==> src/rtl/issue_scoreboard.sv <==
// Issue scoreboard: reserves destination registers, stalls RAW/WAW hazards, caps in-flight count and traps on illegal ops.
// Optional macro SB_CPL_BYPASS_EN lets a same-cycle completion wake a stalled instruction with no bubble.
package issue_scoreboard_pkg;

  typedef struct packed {
    logic       valid;
    logic       predetermined;
    logic [4:0] rs;
  } reg_op_t;

  typedef struct packed {
    logic        illegal;
    logic [15:0] tag;
    reg_op_t     rd;
    reg_op_t     rs1;
    reg_op_t     rs2;
    reg_op_t     rs3;
  } instruction_pack_t;

  typedef struct packed {
    logic valid;
  } flush_t;

endpackage

module issue_scoreboard
  import issue_scoreboard_pkg::*;
#(
  parameter int unsigned MAX_INFLIGHT = 4
) (
  input  logic              clk,
  input  logic              rst,
  input  instruction_pack_t in_inst,
  input  logic              in_valid,
  output logic              in_ready,
  output instruction_pack_t out_inst,
  output logic              out_valid,
  input  logic              out_ready,
  input  logic              cpl_valid,
  input  logic              cpl_wr,
  input  logic [4:0]        cpl_rd,
  input  flush_t            flush,
  output logic              trap_valid,
  output logic [31:0]       busy,
  output logic [3:0]        inflight
);

  typedef enum logic [2:0] {RUN, FLUSH, DRAIN, TRAP, HALT} state_e;

  localparam logic [3:0] MaxInflight = 4'(MAX_INFLIGHT);

  state_e            state_q, state_d;
  logic [31:0]       busy_q, busy_d;
  logic [3:0]        inflight_q, inflight_d;
  instruction_pack_t outInst_q, outInst_d;
  logic              outValid_q, outValid_d;

  logic              cplFire, dropFire;
  logic [31:0]       cplMask, dropMask, setMask;
  logic [31:0]       hazBusy;
  logic [3:0]        hazInflight;
  logic              hazard, accept, legalAccept, illegalAccept;
  logic [4:0]        incCount, decCount;

  function automatic logic srcHazard(input reg_op_t op, input logic [31:0] b);
    return op.valid & ~op.predetermined & b[op.rs];
  endfunction

  // A completion with nothing outstanding is ignored entirely; a flushed, unconsumed entry gives back its reservation.
  assign cplFire  = cpl_valid & (inflight_q != 4'd0);
  assign cplMask  = (cplFire && cpl_wr && cpl_rd != 5'd0) ? (32'd1 << cpl_rd) : 32'd0;
  assign dropFire = flush.valid & outValid_q & ~out_ready;
  assign dropMask = (dropFire && outInst_q.rd.valid && outInst_q.rd.rs != 5'd0)
                    ? (32'd1 << outInst_q.rd.rs) : 32'd0;

`ifdef SB_CPL_BYPASS_EN
  assign hazBusy     = busy_q & ~cplMask;
  assign hazInflight = inflight_q - {3'd0, cplFire};
`else
  assign hazBusy     = busy_q;
  assign hazInflight = inflight_q;
`endif

  assign hazard = srcHazard(in_inst.rs1, hazBusy) | srcHazard(in_inst.rs2, hazBusy) |
                  srcHazard(in_inst.rs3, hazBusy) | (in_inst.rd.valid & hazBusy[in_inst.rd.rs]);

  assign in_ready = (state_q == RUN) & ~flush.valid & ~hazard &
                    (~outValid_q | out_ready) & (hazInflight < MaxInflight);

  assign accept        = in_valid & in_ready;
  assign legalAccept   = accept & ~in_inst.illegal;
  assign illegalAccept = accept & in_inst.illegal;
  assign setMask       = (legalAccept && in_inst.rd.valid && in_inst.rd.rs != 5'd0)
                         ? (32'd1 << in_inst.rd.rs) : 32'd0;

  // Clears are applied before the new reservation so a same-register set wins.
  always_comb begin
    busy_d     = ((busy_q & ~cplMask & ~dropMask) | setMask) & ~32'd1;
    incCount   = {1'b0, inflight_q} + {4'd0, legalAccept};
    decCount   = {4'd0, cplFire} + {4'd0, dropFire};
    inflight_d = (incCount > decCount) ? 4'(incCount - decCount) : 4'd0;
  end

  always_comb begin
    outInst_d  = outInst_q;
    outValid_d = outValid_q;
    if (flush.valid) begin
      outValid_d = 1'b0;
    end else if (legalAccept) begin
      outInst_d  = in_inst;
      outValid_d = 1'b1;
    end else if (out_ready) begin
      outValid_d = 1'b0;
    end
  end

  always_comb begin
    state_d = state_q;
    if (flush.valid) begin
      state_d = FLUSH;
    end else begin
      unique case (state_q)
        RUN:     if (illegalAccept) state_d = DRAIN;
        FLUSH:   state_d = RUN;
        DRAIN:   if (inflight_q == 4'd0 && !outValid_q) state_d = TRAP;
        TRAP:    state_d = HALT;
        HALT:    state_d = HALT;
        default: state_d = RUN;
      endcase
    end
  end

  always_ff @(posedge clk) begin
    if (rst) begin
      state_q    <= RUN;
      busy_q     <= 32'd0;
      inflight_q <= 4'd0;
      outInst_q  <= '0;
      outValid_q <= 1'b0;
    end else begin
      state_q    <= state_d;
      busy_q     <= busy_d;
      inflight_q <= inflight_d;
      outInst_q  <= outInst_d;
      outValid_q <= outValid_d;
    end
  end

  assign out_inst   = outInst_q;
  assign out_valid  = outValid_q;
  assign busy       = busy_q;
  assign inflight   = inflight_q;
  assign trap_valid = (state_q == TRAP);

endmodule
==> config.mk <==
export PLATFORM = sky130hd
export DESIGN_NAME = issue_scoreboard
export DESIGN_NICKNAME = d
export VERILOG_FILES = /design/src/rtl/issue_scoreboard.sv
export SDC_FILE = /design/constraint.sdc
export NUM_CORES = 1
export LEC_CHECK = 0
export ABC_AREA = 0
export CAP_MARGIN = 20
export CORE_ASPECT_RATIO = 1.4
export CORE_MARGIN = 5
export CORE_UTILIZATION = 45
export CTS_CLUSTER_DIAMETER = 100
export DETAILED_ROUTE_END_ITERATION = 12
export PLACE_DENSITY = 0.78
export SYNTH_ARGS = -nofsm -noshare
export SYNTH_HDL_FRONTEND = slang
export SYNTH_SLANG_ARGS = --single-unit
==> constraint.sdc <==
create_clock -name clk -period 5.8 [get_ports clk]
set_input_delay 1.74 -clock clk [delete_from_list [all_inputs] [get_ports clk]]
set_output_delay 1.74 -clock clk [all_outputs]
set_load 0.05 [all_outputs]
==> results by group, run 1 <==
Detailed routing
  • Vias/cell: 6.00
  • DR WL/cell: roughly 22 um
  • First-iteration detailed-routing DRC count: 295
  • Antenna viol nets, final: 0
  • Via Count: about 5000
  • DR pass1 iterations: 5
  • DRC Markers: 0
  • Final WL: around 18000 um

Cells and area
  • Final instance count without filler cells: between 800 and 900
  • Share of layout cells above drive strength 1: a little over a tenth
  • Antenna Cells: 0
  • Nets: 739
  • Synth-to-Final Area Change: 34.2%
  • Fill cell count: about 1000

Clocking
  • Worst-Skew Late Latency: approximately 0.34 ns
  • H-tree depth: 3
  • Buffer levels on the longest clock path: 2
  • CTS tree: done
  • CTS Buf Count: 9
  • Clock slew at reported path FFs: about 0.060 ns
  • CTS root buf: clkbuf_16
  • CTS sink cnt: 84

STA
  • Final hold viol count: 0
  • Slew @ Worst Pin: roughly 0.75 ns
  • Slew HR: approximately half
  • Minimum clock period: about 5.7 ns
  • Final worst-path cycle share: a little over nine tenths
  • Clock Skews: roughly 0.011 ns
  • Highest Clock Rate: roughly 180 MHz
  • Max-slew violation count: 0
  • RSZ-0062 raised after global routing: false
  • Final WS setup: ~0.13 ns
  • Final setup fails: 0

Synth
  • Post-synth cell types: between 50 and 60
  • Post-synthesis sequential area ratio: 31.6%
  • Cell taking the most area after synthesis: dfxtp_1
  • Synthesized net count: a little over 600
  • Ys async rst share: 0%
  • Post-Syn Instances: around 550
  • Mapped Area: 5320 um^2
  • Post-synth top area share: 31.6%
  • Number of synthesized register bits: 84
  • Post-synth EDFFs: 0
  • Top_reg_cell synth: dfxtp_1
  • YS warnings: 0
  • Syn_area_per_cell: between 9 and 10 um^2
  • Synth top area cells: dfxtp_1 (32%), nand2b_1 (11%), mux4_2 (11%)

GRT
  • Gr usage total: between 20% and 30%
  • First-pass GRT wire length: 28200 um
  • Largest net degree at the start of global routing: between 90 and 100
  • Initial antenna violation count: 0
  • Vias in the first global route: between 5000 and 6000
  • GRT Residual Overflow: 0

Worst setup path
  • Crit path cell chain: clkdlybuf4s50_1 > mux4_2 > nor2b_1 > nor3_1 > a2111oi_4 > o21ai_1 > nor2_2 > buf_12
  • Worst EP arrival: 3.93 ns
  • Crit Path Max Fanout: 2
  • Crit path max-delay family: buffers and inverters
  • Critical path class: input pin to primary output
  • Crit path launch type: input pin
  • Crit-path slowest cell: mux4_2
  • CP required: just over 4 ns
  • WP buf/inv: 2
  • Critical path's largest stage delay: approximately 0.53 ns
  • Setup crit end kind: primary output

Die
  • Total core area: 11700 um^2
  • Die Footprint: between 10000 and 15000 um^2
  • Die span in x: 102 um
  • Initial core utilization: 45.5%
  • Die height: about 140 um
  • I/O pins: 141
  • Row cnt: 47

Place
  • IO Port Bufs: around 140
  • Placer Congestion: 0.946
  • DP Worst Slack: -0.262 ns
  • DP Cell Count: 812
  • Final HPWL from detailed placement: about 14000 um

Outcome
  • Status: complete, no violations

Power
  • Pwr/cell area: 205 nW/um^2
  • Leakage: ~2.4 nW
  • Tot Pwr: approximately 1.5 mW
  • Peak VDD IR: roughly 0.00018 V

Worst hold path
  • Hold crit path type: flip-flop to flip-flop

Flow run
  • Max_cap viols: 0
-- what timing repair did --
action                                  CTS  global route
pin swaps                                 1             0
hold buffers                              0             0
endpoints found under the setup margin    1             2
setup buffers                             0             0
gates resized for setup                   3             2
-- cell families (layout without fill, tap and decap cells) --
kind of cell | after synthesis | after routing | synth area share [%]
adders and majority gates | 6 | 6 | 1.55
other | 1 | 1 | 0.0705
and+or+nand+nor | 226 | 226 | 24.7
muxes | 85 | 85 | 22.3
xor gates and xnor gates | 3 | 3 | 0.494
buffers and inverters | 54 | 183 | 5.22
DFF | 84 | 84 | 31.6
AOI/OAI and AO/OA | 93 | 93 | 14.0
-- per-layer routing --
layer	vias up	wire, um	global-route usage [%]
met5	-	0	0
met4	0	723	12.3
met3	43	1040	3.02
met2	230	9300	43.8
met1	2416	6850	31.1
li1	2280	-	-
-- final cells by class --
cell class | count | area (um^2) | share of cell area (%)
sequential | 84 | 1680 | 23.6
multi-input combinational | 414 | 3370 | 47.2
inverter | 12 | 50.0 | 0.701
clock inverter | 6 | 93.8 | 1.31
timing repair buffer | 155 | 1530 | 21.5
clock buffer | 10 | 229 | 3.21
tap | 147 | 184 | 2.58
-- stage by stage --
stage | TNS, ns | instance area (um^2) | utilization (%) | hold WS, ns
6_report | 0 | 7140 | 61.0 | 0.477
3_5_place_dp | -0.509 | 6800 | 58.1 | 0.467
3_3_place_gp | -0.150 | 6800 | 58.1 | 0.457
5_1_grt | 0 | 7140 | 61.0 | 0.498
4_1_cts | 0 | 7130 | 60.9 | 0.479
2_1_floorplan | 0 | 5320 | - | 0.515
-- final timing paths --
check                                 from                       end  slack [ns]  depth (start not counted)
setup / recovery               in_inst[21]                  in_ready        0.13                          8
hold / removal    out_inst[8]$_SDFFE_PP0P_  out_inst[8]$_SDFFE_PP0P_        0.48                          2
setup reg to reg       busy[14]$_SDFF_PP0_    inflight[3]$_SDFF_PP0_        1.76                         14
hold reg to reg   out_inst[8]$_SDFFE_PP0P_  out_inst[8]$_SDFFE_PP0P_        0.48                          2
-- Yosys cell counts, types with 3 or more instances --
cell / count
clkbuf_1: 30
nand2b_1: 96
o221ai_1: 31
a21oi_1: 8
mux4_2: 26
mux2_1: 3
nand2_1: 22
nor3_1: 3
nand3_1: 12
ha_1: 5
nor2b_1: 44
mux2i_1: 52
buf_6: 8
and3_1: 3
nor4_1: 4
dfxtp_1: 84
mux2_2: 4
nand3b_1: 10
o31ai_1: 31
nor2_1: 20
inv_1: 11
-- tightest hold or removal path: cells and delay by family, from the launching register on --
family / cells / cell delay, ns
flops: 1 / 0.31
simple gates: 1 / 0.06
mux: 1 / 0.05
-- cells in the final DEF, fill, tap and decap left out, drive strengths merged, types with 10 or more instances in the layout --
| master | synthesis | routed |
|---|---|---|
| buf | 12 | 18 |
| clkbuf | 30 | 10 |
| clkdlybuf4s50 | 0 | 135 |
| dfxtp | 84 | 84 |
| inv | 11 | 14 |
| mux2i | 52 | 52 |
| mux4 | 26 | 26 |
| nand2 | 22 | 22 |
| nand2b | 96 | 96 |
| nand3 | 12 | 12 |
| nand3b | 10 | 10 |
| nor2 | 20 | 20 |
| nor2b | 44 | 44 |
| o221ai | 31 | 31 |
| o31ai | 31 | 31 |
-- state kept, by name (all words and copies together) (netlist names) --
register	flops
inflight	4
out_inst	45
busy	31
out_valid	1
state_q	3
-- report_power, final --
group          leakage, nW  switching (mW)  total, mW  internal [mW]
combinational         1.59           0.133      0.238          0.105
clock                0.154           0.249      0.631          0.382
sequential           0.679         0.00854      0.596          0.588
(Power assumes the default switching activity.)
==> run 2, diff against run 1 <==
--- a/config.mk
+++ b/config.mk
@@ -6,13 +6,13 @@
 export NUM_CORES = 1
 export LEC_CHECK = 0
 export ABC_AREA = 0
-export CAP_MARGIN = 20
 export CORE_ASPECT_RATIO = 1.4
 export CORE_MARGIN = 5
 export CORE_UTILIZATION = 45
 export CTS_CLUSTER_DIAMETER = 100
 export DETAILED_ROUTE_END_ITERATION = 12
 export PLACE_DENSITY = 0.78
+export RECOVER_POWER = 100
 export SYNTH_ARGS = -nofsm -noshare
 export SYNTH_HDL_FRONTEND = slang
 export SYNTH_SLANG_ARGS = --single-unit
==> run 2 against run 1 <==
Compared with the run above:
- the flow now finishes with violations (max-capacitance violations, max-slew violations)
- clock skew barely moved
- register-to-register slack about the same
- critical path type unchanged
- routed wire length decreased by 0.25%
- largest cell class unchanged
- via count hardly changed
- worst setup slack got worse by 0.011 ns
- sequential power is essentially flat
- combinational power is essentially flat
==> results by group, run 2 (synthesized netlist as in run 1, its figures left out) <==
Outcome
  • Status: complete, but fails checks
  • Failing checks: max-capacitance violations, max-slew violations

Worst setup path
  • CP required: just over 4 ns
  • Crit path cell chain: clkdlybuf4s50_1 > mux4_2 > nor2b_1 > nor3_1 > a2111oi_4 > o21ai_1 > nor2_2 > buf_12
  • Crit-path slowest cell: clkdlybuf4s50_1
  • R2R Setup Slk: around 1.8 ns
  • Crit path launch type: input pin
  • Worst EP arrival: 3.94 ns
  • Critical path's largest stage delay: between 0.5 and 0.6 ns
  • Critical path class: input pin to primary output
  • Setup crit end kind: primary output
  • Crit Path Max Fanout: 2

GRT
  • GRT Residual Overflow: 0
  • Gr usage total: 25.5%
  • Global Route met2 Usage: between 40 and 50%
  • Met3 usage: roughly 3%
  • Busiest grt layer: met2
  • Vias in the first global route: roughly 5000
  • Initial antenna violation count: 0
  • First-pass GRT wire length: roughly 28000 um
  • Met1 global-route usage: 31.1%
  • Largest net degree at the start of global routing: between 90 and 100

Cells and area
  • Antenna Cells: 0
  • Register area: 1680 um^2
  • Fill cell count: between 1000 and 1500
  • Final core utilization: approximately 61%
  • Area of the multi-input gates: roughly 3400 um^2
  • Nets: approximately 740
  • Final Instance Area: 7120 um^2
  • Max reg flops: 45
  • Commonest non-fill, non-tap cell in the layout: nand2b_1
  • Share of layout cells above drive strength 1: about a tenth
  • Final instance count without filler cells: 828
  • Commonest non-fill, non-tap cells in the layout: nand2b_1 (96), dfxtp_1 (84), dlygate4sd3_1 (82)
  • Synth-to-Final Area Change: 33.9%

STA
  • Hold slack: 0.473 ns
  • Final setup fails: 0
  • Final worst-path cycle share: 97.9%
  • Final WS setup: 0.120 ns
  • Minimum clock period: between 5 and 6 ns
  • Final hold viol count: 0
  • Max-slew violation count: about 130
  • RSZ-0062 raised after global routing: false
  • Slew @ Worst Pin: slightly below 3 ns
  • Clock Skews: around 0.011 ns
  • Setup TNS: 0 ns
  • Slew HR: -98.1%
  • Highest Clock Rate: between 150 and 200 MHz

Flow run
  • Max_cap viols: 2

Die
  • Die height: about 140 um
  • I/O pins: ~140
  • Die span in x: 102 um
  • Total core area: about 12000 um^2
  • Row cnt: 47
  • Die Footprint: 14100 um^2
  • Initial core utilization: 45.5%

Detailed routing
  • Antenna viol nets, final: 0
  • DR WL/cell: roughly 22 um
  • DR pass1 iterations: 5
  • Final WL: between 15000 and 20000 um
  • DRC Markers: 0
  • Via Count: 4970
  • Vias/cell: around 6
  • First-iteration detailed-routing DRC count: about 330

Clocking
  • CTS Buf Count: 9
  • H-tree depth: 3
  • CTS sink cnt: between 80 and 90
  • Buffer levels on the longest clock path: 2
  • CTS root buf: clkbuf_16
  • Worst-Skew Late Latency: 0.34 ns
  • Clock slew at reported path FFs: ~0.060 ns
  • CTS tree: done

Power
  • Pwr/cell area: just over 200 nW/um^2
  • Peak VDD IR: approximately 0.00018 V
  • Tot Pwr: between 1 and 1.5 mW
  • Leakage: roughly 2.7 nW

Worst hold path
  • Hold crit path type: flip-flop to flip-flop

Place
  • Placer Congestion: around 0.95
  • DP Worst Slack: -0.262 ns
  • Final HPWL from detailed placement: 13500 um
  • IO Port Bufs: 139
  • Post-DP Area: 6800 um^2
  • DP Cell Count: between 800 and 900
## run 2: cell count changes in the layout (fill, tap and decap cells not counted), sizes merged
cell           change
clkdlybuf4s50     -82
buf                -3
clkbuf             +3
clkinvlp           +1
clkinv             -1
dlygate4sd3       +82
## run 2: power breakdown
| group | internal (mW) | switching (mW) |
|---|---|---|
| registers | 0.588 | 0.00804 |
| logic | 0.103 | 0.133 |
| clock network | 0.382 | 0.248 |
| total | 1.07 | 0.389 |
## run 2: final cells by class
| class | instances | share of cell area [%] |
|---|---|---|
| Tap cell | 147 | 2.58 |
| Clock inverter | 6 | 1.32 |
| Timing Repair Buffer | 155 | 21.4 |
| Clock buffer | 10 | 3.21 |
| Multi-Input combinational cell | 414 | 47.2 |
| Inverter | 12 | 0.650 |
| Sequential cell | 84 | 23.6 |
## run 2: path summary, 6_finish.rpt
path | depth (start not counted) | from | endpoint
worst max-delay path | 8 | in_inst[21] | in_ready
worst min-delay path | 2 | out_inst[8]$_SDFFE_PP0P_ | out_inst[8]$_SDFFE_PP0P_
worst max register to register | 14 | busy[14]$_SDFF_PP0_ | inflight[3]$_SDFF_PP0_
worst min register to register | 2 | out_inst[8]$_SDFFE_PP0P_ | out_inst[8]$_SDFFE_PP0P_
## run 2: worst max-delay path, delay by kind of cell
| kind | cells | cell delay, ns |
|---|---|---|
| AOI/OAI and AO/OA | 2 | 0.53 |
| and+or+nand+nor | 3 | 0.44 |
| buffers and inverters | 2 | 0.69 |
| muxes | 1 | 0.53 |
## run 2: layer usage
metal | vias to the layer above | wire length [um]
met4 | 0 | 731
met5 | - | 0
li1 | 2279 | -
met2 | 239 | 9260
met3 | 46 | 1090
met1 | 2406 | 6790
## run 2: what timing repair did
item	CTS	global route
pin swaps	1	0
setup buffers	0	0
cloned	0	0
hold buffers	0	0
setup endpoints to repair	1	2
resized for setup	3	2
